===== src/rtl/sine_pkg.sv =====
// Shared types and defaults for the sine wave sequencer: widths, FSM states,
// quadrant type and a phase-to-{address, select} mapping helper.
package sine_pkg;

    localparam int SINE_PHASE_W = 16;
    localparam int SINE_ADDR_W  = 6;

    typedef enum logic [1:0] {
        IDLE,
        RUN,
        DRAIN
    } seq_state_t;

    typedef logic [1:0] quadrant_t;

    typedef struct packed {
        logic [SINE_ADDR_W-1:0] addr;
        logic                   sel;
    } phase_map_t;

    // Odd quadrants walk the quarter-wave table backwards; the upper half-wave is negated.
    function automatic phase_map_t map_phase(input logic [SINE_PHASE_W-1:0] p);
        quadrant_t              q;
        logic [SINE_ADDR_W-1:0] a;
        q = p[SINE_PHASE_W-1 -: 2];
        a = p[SINE_PHASE_W-3 -: SINE_ADDR_W];
        map_phase.addr = q[0] ? ~a : a;
        map_phase.sel  = q[1];
    endfunction

endpackage


===== src/rtl/sine_phase_map.sv =====
// Combinational phase mapper: splits a phase into quarter-wave LUT address
// and the sample mux select (negate for the second half-wave).
module sine_phase_map
    import sine_pkg::*;
#(
    parameter int PHASE_W = SINE_PHASE_W,
    parameter int ADDR_W  = SINE_ADDR_W
) (
    input  logic [PHASE_W-1:0] phase,
    output logic [ADDR_W-1:0]  addr,
    output logic               sel
);

    quadrant_t         quad;
    logic [ADDR_W-1:0] fine;

    assign quad = phase[PHASE_W-1 -: 2];
    assign fine = phase[PHASE_W-3 -: ADDR_W];
    assign addr = quad[0] ? ~fine : fine;
    assign sel  = quad[1];

    // Phase bits below the table resolution only matter to the accumulator.
    generate
        if (PHASE_W > ADDR_W + 2) begin : g_low_bits
            logic unused_low_bits;
            assign unused_low_bits = ^phase[PHASE_W-3-ADDR_W:0];
        end
    endgenerate

endmodule


===== src/rtl/sine_seq_ctrl.sv =====
// Sine generator sequencer: phase accumulator, LUT addressing and mux select.
// Optional SINE_SEQ_PHASE_OFS_EN adds a phase_ofs input applied to the mapping only.
module sine_seq_ctrl
    import sine_pkg::*;
#(
    parameter int PHASE_W = SINE_PHASE_W,
    parameter int ADDR_W  = SINE_ADDR_W
) (
    input  logic               clk,
    input  logic               rst_n,
    input  logic               en,
    input  logic [PHASE_W-1:0] ftw,
    input  logic               ftw_load,
`ifdef SINE_SEQ_PHASE_OFS_EN
    input  logic [PHASE_W-1:0] phase_ofs,
`endif
    output logic [ADDR_W-1:0]  lut_addr,
    output logic               mux_sel,
    output logic               sample_valid,
    input  logic               sample_ready,
    output logic               phase_wrap
);

    seq_state_t         state, state_nxt;
    logic [PHASE_W-1:0] phase, phase_nxt, ftw_reg, map_in;
    logic [PHASE_W:0]   phase_sum;
    logic               fire, sel_nxt;

    assign sample_valid = (state != IDLE);
    assign fire         = sample_valid & sample_ready;
    assign phase_sum    = {1'b0, phase} + {1'b0, ftw_reg};

    // phase_nxt is the value the phase register takes at the next edge, so the
    // ROM read issued from it lines up with the phase register one cycle later.
    always_comb begin
        state_nxt = state;
        phase_nxt = phase;
        unique case (state)
            IDLE: begin
                phase_nxt = '0;
                if (en) state_nxt = RUN;
            end
            RUN: begin
                if (fire) phase_nxt = phase_sum[PHASE_W-1:0];
                if (!en) begin
                    if (fire) begin
                        state_nxt = IDLE;
                        phase_nxt = '0;
                    end else begin
                        state_nxt = DRAIN;
                    end
                end
            end
            DRAIN: begin
                if (fire) begin
                    state_nxt = IDLE;
                    phase_nxt = '0;
                end
            end
            default: begin
                state_nxt = IDLE;
                phase_nxt = '0;
            end
        endcase
    end

`ifdef SINE_SEQ_PHASE_OFS_EN
    assign map_in = phase_nxt + phase_ofs;
`else
    assign map_in = phase_nxt;
`endif

    sine_phase_map #(
        .PHASE_W(PHASE_W),
        .ADDR_W (ADDR_W)
    ) u_map (
        .phase(map_in),
        .addr (lut_addr),
        .sel  (sel_nxt)
    );

    // A load sharing an edge with a fire lets that fire use the old tuning word.
    always_ff @(posedge clk or negedge rst_n) begin
        if (!rst_n) begin
            state      <= IDLE;
            phase      <= '0;
            ftw_reg    <= '0;
            mux_sel    <= 1'b0;
            phase_wrap <= 1'b0;
        end else begin
            state      <= state_nxt;
            phase      <= phase_nxt;
            mux_sel    <= sel_nxt;
            phase_wrap <= fire & phase_sum[PHASE_W];
            if (ftw_load) ftw_reg <= ftw;
        end
    end

endmodule


===== config.mk =====
export PLATFORM = sky130hd
export DESIGN_NAME = sine_seq_ctrl
export DESIGN_NICKNAME = d
export VERILOG_FILES = /design/src/rtl/sine_pkg.sv /design/src/rtl/sine_phase_map.sv /design/src/rtl/sine_seq_ctrl.sv
export SDC_FILE = /design/constraint.sdc
export NUM_CORES = 1
export LEC_CHECK = 0
export CAP_MARGIN = 10
export CORE_ASPECT_RATIO = 0.75
export CORE_MARGIN = 1.5
export CORE_UTILIZATION = 45
export CTS_CLUSTER_DIAMETER = 80
export DETAILED_ROUTE_END_ITERATION = 16
export HOLD_SLACK_MARGIN = 0.12
export PLACE_DENSITY = 0.77
export SETUP_SLACK_MARGIN = 0.3
export SYNTH_ARGS = -nofsm -noshare
export SYNTH_HDL_FRONTEND = slang
export SYNTH_SLANG_ARGS = --single-unit

===== constraint.sdc =====
create_clock -name clk -period 3.4 [get_ports clk]
set_input_delay 0.51 -clock clk [delete_from_list [all_inputs] [get_ports clk]]
set_output_delay 0.51 -clock clk [all_outputs]
set_load 0.03 [all_outputs]

-- After elaboration in Yosys (flattened, before gate mapping)
Index checks and enable logic that the tools add are counted.
- flip-flop bits (word level): 36
- latch bits: 0
- memories: 0
- memory bits (writable): 0
- input port bits: 21
- output and inout port bits: 9
- logic and storage cells: 29
- memory bits (read-only): 0
- add/subtract/negate cells: 1
- div/mod/pow operators: 0
- magnitude comparators: 0
- shifts and indexed selects: 0
- eq/ne operators: 5
- $mul: 0
- multiplexer cells: 11
- reduce and logical (&&, ||, !) cells: 3
- bitwise operators: 3
- operator list (cell ; number):
    16-bit 2-to-1 mux ; 4
    16-bit one-hot mux with 2 select lines ; 1
    16-bit by 16-bit adder with 17-bit output ; 1
    2-bit 2-to-1 mux ; 4
    6-bit 2-to-1 mux ; 1
    2-bit != test, second input constant ; 3
    6-bit inverter ; 1
    2-bit one-hot mux with 3 select lines ; 1
    3-bit AND reduction ; 1
    1-bit bitwise AND ; 2
    2-bit by 1-bit == test with 1-bit output, second input constant ; 1
    2-bit == test, second input constant ; 1
    2-bit logical NOT ; 1
    2-bit nonzero test ; 1

-- Depth between registers and ports, before layout
- depth in word-level cells: 8
- mapped depth: 9
- depth with buffers taken out: 9

-- Hierarchy
A second synthesis with hierarchy kept.
- cell total of the unflattened synthesis: 213
- area total of the unflattened synthesis: 2239.6 sq um
- by module, submodules not included (module ; sequential area each (sq um) ; cells each ; instances ; area each (sq um)):
    sine_seq_ctrl ; 900.9 ; 205 ; 1 ; 2168.3
    sine_phase_map ; 0.0 ; 8 ; 1 ; 71.3

-- Least setup slack after synthesis
Ideal clock, no wire load.
- path type: flip-flop to output port
- start: reg phase[0]
- end: out lut_addr[4]
- data arrival time: 2.671 ns
- required time: 2.890 ns
- path buffers: 0
- slack: 0.219 ns
- stages on the path, launching flop included: 10
- cell sequence: dfrtp_1 ha_1 fa_1 a21o_1 a221oi_2 a31o_2 o221ai_1 xor2_1 a22o_1 xnor2_1
- word-level cells in the longest chain between the ends: 7
- RTL lines (element ; RTL line ; text):
    start: declaration ; sine_seq_ctrl.sv:25 ; logic [PHASE_W-1:0] phase, phase_nxt, ftw_reg, map_in;
    start signal: assignment ; sine_seq_ctrl.sv:92 ; phase <= phase_nxt;
    16-bit by 16-bit adder with 17-bit output * ; sine_seq_ctrl.sv:31 ; assign phase_sum = {1'b0, phase} + {1'b0, ftw_reg};
    16-bit 2-to-1 mux * ; sine_seq_ctrl.sv:44 ; if (fire) phase_nxt = phase_sum[PHASE_W-1:0];
    16-bit 2-to-1 mux ; sine_seq_ctrl.sv:46 ; if (fire) begin
    16-bit 2-to-1 mux * ; sine_seq_ctrl.sv:45 ; if (!en) begin
    16-bit one-hot mux with 2 select lines * ; sine_seq_ctrl.sv:38 ; unique case (state)
    via map_in[12] ; sine_seq_ctrl.sv:25 ;
    6-bit inverter ; sine_phase_map.sv:19 ; assign addr = quad[0] ? ~fine : fine;
    6-bit 2-to-1 mux * ; sine_phase_map.sv:19 ;
    end: declaration ; sine_seq_ctrl.sv:17 ; output logic [ADDR_W-1:0] lut_addr,
The timed path passes the listed nets; every way through them passes the cells marked *.

-- Worst setup path after layout
- start: reg phase[0]
- end: out lut_addr[0]
- word-level cells in the longest chain between the ends: 7
- RTL lines (element ; RTL line):
    16-bit by 16-bit adder with 17-bit output * ; sine_seq_ctrl.sv:31
    16-bit 2-to-1 mux * ; sine_seq_ctrl.sv:44
    16-bit 2-to-1 mux ; sine_seq_ctrl.sv:46
    16-bit 2-to-1 mux * ; sine_seq_ctrl.sv:45
    16-bit one-hot mux with 2 select lines * ; sine_seq_ctrl.sv:38
    6-bit inverter ; sine_phase_map.sv:19
    6-bit 2-to-1 mux * ; sine_phase_map.sv:19
Mark *: on every way between the ends. The rest lies on a longest branch, timed or not.

==> flow_summary.ini <==
[status]
status = finished, final reports clean

[die]
ios = 30
die_height_um = 62.46
rows = 21
floorplan.initialDensity_pct = 47.20
dieArea_um2 = 5138
coreArea_um2 = 4493
die_w_um = 82.27

[min_path]
whs_endpoint = ftw_reg[7]
worstHoldStart = ftw_reg[7]
hp-class = flop to flop
hold_depth = 1

[cts]
clk_pin_slew_ps = 70
htreeDepth = 2
numCtsBuffers = 5
clockBufferDepth = 2
cts_root_buffer = clkbuf_8
tritoncts = built
clk_latency_ps = 290
cts_num_sinks = 35
hold_buffers = 0

[route]
drc = 0
drt-initial-drc-count = 84
wl_per_cell_um = 14.54
drtAntennaViolNets = 0
viasPerCell = 5.472
wirelength_mm = 4.217
dr.pass1.iters = 4
vias = 1587

[sta]
fin_crit_ps = 3310
fin_ws_ps = 90.40
worst_pin_slew_ps = 796.3
timing.final.crit_share_pct = 97.34
fin_skew_ps = 7.511
holdWs_ps = 516.5
final-setup-viol-count = 0
slew_headroom_pct = 46.75
rsz0062_at_grt = yes
clock.fmax_ghz = 0.3022
finalMaxSlewViolations = 0
finalHoldViolCount = 0

[worst_setup_path]
r2r_slack_ps = 1040
critPathSlowestCell = dfrtp_1
critPathRequiredTime_ps = 2890
reg2reg_from = phase[0]
reg2reg_to = phase[14]
worst_setup_path_start_kind = flop
worstPathCellList = ha_2, fa_2, a21o_1, a221oi_4, a31o_4, o21ai_4, xor2_2, a22oi_4, buf_12, xnor2_1, buf_4
cp_max_fo = 7
crit_path_end_kind = output pin
arrival_ps = 2800
path_delay_family = compound AO/OA/AOI/OAI gates
worst-path-buf-inv = 2
slowest_delay_ps = 400
path_class = flop to output pin
r2r_cells = 10

[yosys]
synth_area_leader_cell = dfrtp_1
synth_nets = 230
ys_async_sr_fraction_pct = 100.0
netlist_area_um2 = 2121
avgSynthCellArea_um2 = 11.22
synth_edf_count = 0
netlist_instances = 189
ys_warn_count = 0
ys_top_cells_by_area = dfrtp_1 41%, ha_1 11%, mux2_2 8.5%, a22o_1 6.6%, xnor2_1 6.2%
yosys_most_used_dff = dfrtp_1
ys_types = 34
synth_top_area_share_pct = 41.30
seq_area_frac_synth_pct = 41.30
ys_seq_elements = 35

[power_and_ir_drop]
pwr-share-clk_pct = 26.2
power.leakage_nw = 1.270
max-vdd-ir-drop_uv = 474.9
switching_share_pct = 33.98
power_frac_seq_pct = 37.9
internal_power_mw = 0.8475
power_density_nw_per_um2 = 474.7
p_sw_mw = 0.4361
pwr-share-comb_pct = 36.0

[final_layout]
antennaDiodeCount = 0
drive_gt1_share_pct = 22.32
fill_cells = 381
fin_nets = 273
syn_to_final_growth_pct = 27.49

[placement]
place_congestion = 0.8279
place_ws_ps = 185.7
dp_hpwl_mm = 2.950
io_buffers = 29

[run]
maxCapViolations = 0

[global_routing]
antenna_found_initial = 0
overflow = 0
globalRouteMet2Util_pct = 28.76
grt_pass1_vias = 1592
grt_first_pass_wirelength_mm = 7.293
gr-usage-all-layers_pct = 18.75
met3_usage_pct = 4.964
gr-max-usage-layer = met2
grt_util_met1_pct = 25.42
grt_max_degree = 36
-- Yosys cell counts, types with 2 or more instances --
cell type  instances
xnor2_1           15
o21ai_0           11
o221ai_1           2
nand2_1            9
clkbuf_1           3
a21boi_0           2
nor2_1             8
a21oi_2            2
a21o_1             5
mux2_2            16
xor2_1             5
nand4_1            4
dfrtp_1           35
a22o_1            16
ha_1              19
a21oi_1           11
inv_1              9
-- metal layers --
metal	wire [um]	part of all wire [%]
met2	1881	45
met4	48	1.1
met5	0	0
met3	229	5.4
met1	2057	49
-- through the flow --
| stage | utilization (%) | setup TNS, ps | instances | cell area [um^2] | total power [mW] |
|---|---|---|---|---|---|
| floorplan | - | 0 | 189 | 2128 | 0.7946 |
| global placement | 55.39 | 0 | 275 | 2489 | 0.9239 |
| detailed placement | 55.39 | 0 | 275 | 2489 | 0.9345 |
| CTS | 59.01 | 0 | 288 | 2651 | 1.282 |
| global route | 60.18 | -50.98 | 290 | 2704 | 1.370 |
| finish | 60.18 | 0 | 290 | 2704 | 1.284 |
-- cells by family (layout without fill, tap and decap cells) --
family / Yosys count / after routing / synth area share, %
xor gates and xnor gates: 20 / 20 / 8.260
muxes: 16 / 16 / 8.495
AOI/OAI and AO/OA: 58 / 58 / 21.18
adders and majority gates: 20 / 20 / 12.15
DFF: 35 / 35 / 41.30
and+or+nand+nor: 27 / 27 / 6.254
buffers and inverters: 13 / 57 / 2.360
-- power by group through the flow --
| stage | clock network [mW] | registers (mW) | logic (mW) |
|---|---|---|---|
| 2_1_floorplan | 0 | 0.486 | 0.309 |
| 4_1_cts | 0.343 | 0.486 | 0.453 |
| 6_report | 0.336 | 0.486 | 0.462 |
| 3_5_place_dp | 0 | 0.493 | 0.441 |
| 3_3_place_gp | 0 | 0.491 | 0.433 |
| 5_1_grt | 0.367 | 0.491 | 0.512 |
-- final cells by class --
class	count	area, um^2	share of cell area (%)
Multi-Input combinational cell	141	1249	46.18
Clock buffer	8	100.1	3.702
Inverter	9	33.78	1.249
Tap cell	57	71.32	2.638
Timing Repair Buffer	40	374.1	13.84
Sequential cell	35	875.8	32.39
-- how the worst max path moves through the flow --
stage                              to  depth (start not counted)      from
after floorplan           lut_addr[0]                          9  phase[0]
after global placement    lut_addr[5]                         10  phase[0]
after detailed placement  lut_addr[0]                         10  phase[0]
after CTS                 lut_addr[0]                         11  phase[0]
after global routing      lut_addr[5]                         11  phase[0]
final                     lut_addr[0]                         11  phase[0]
-- layout by cell type, fill, tap and decap left out, types with 2 or more instances in the layout --
cell / instances
dfrtp_1: 35
clkdlybuf4s50_1: 23
ha_1: 18
a22o_1: 16
mux2_2: 16
buf_4: 15
xnor2_1: 14
o21ai_0: 11
a21oi_1: 11
inv_1: 9
nand2_1: 9
nor2_1: 8
clkbuf_8: 7
a21o_1: 5
nand4_1: 4
xor2_1: 4
a21oi_2: 2
a21boi_0: 2
-- timing repair --
| action | CTS | global route |
|---|---|---|
| gates resized for setup | 3 | 5 |
| buffers inserted | 5 | 2 |
| pin swaps | 4 | 2 |
| setup endpoints to repair | 6 | 6 |
| gates cloned | 0 | 0 |
(Power assumes the default switching activity.)
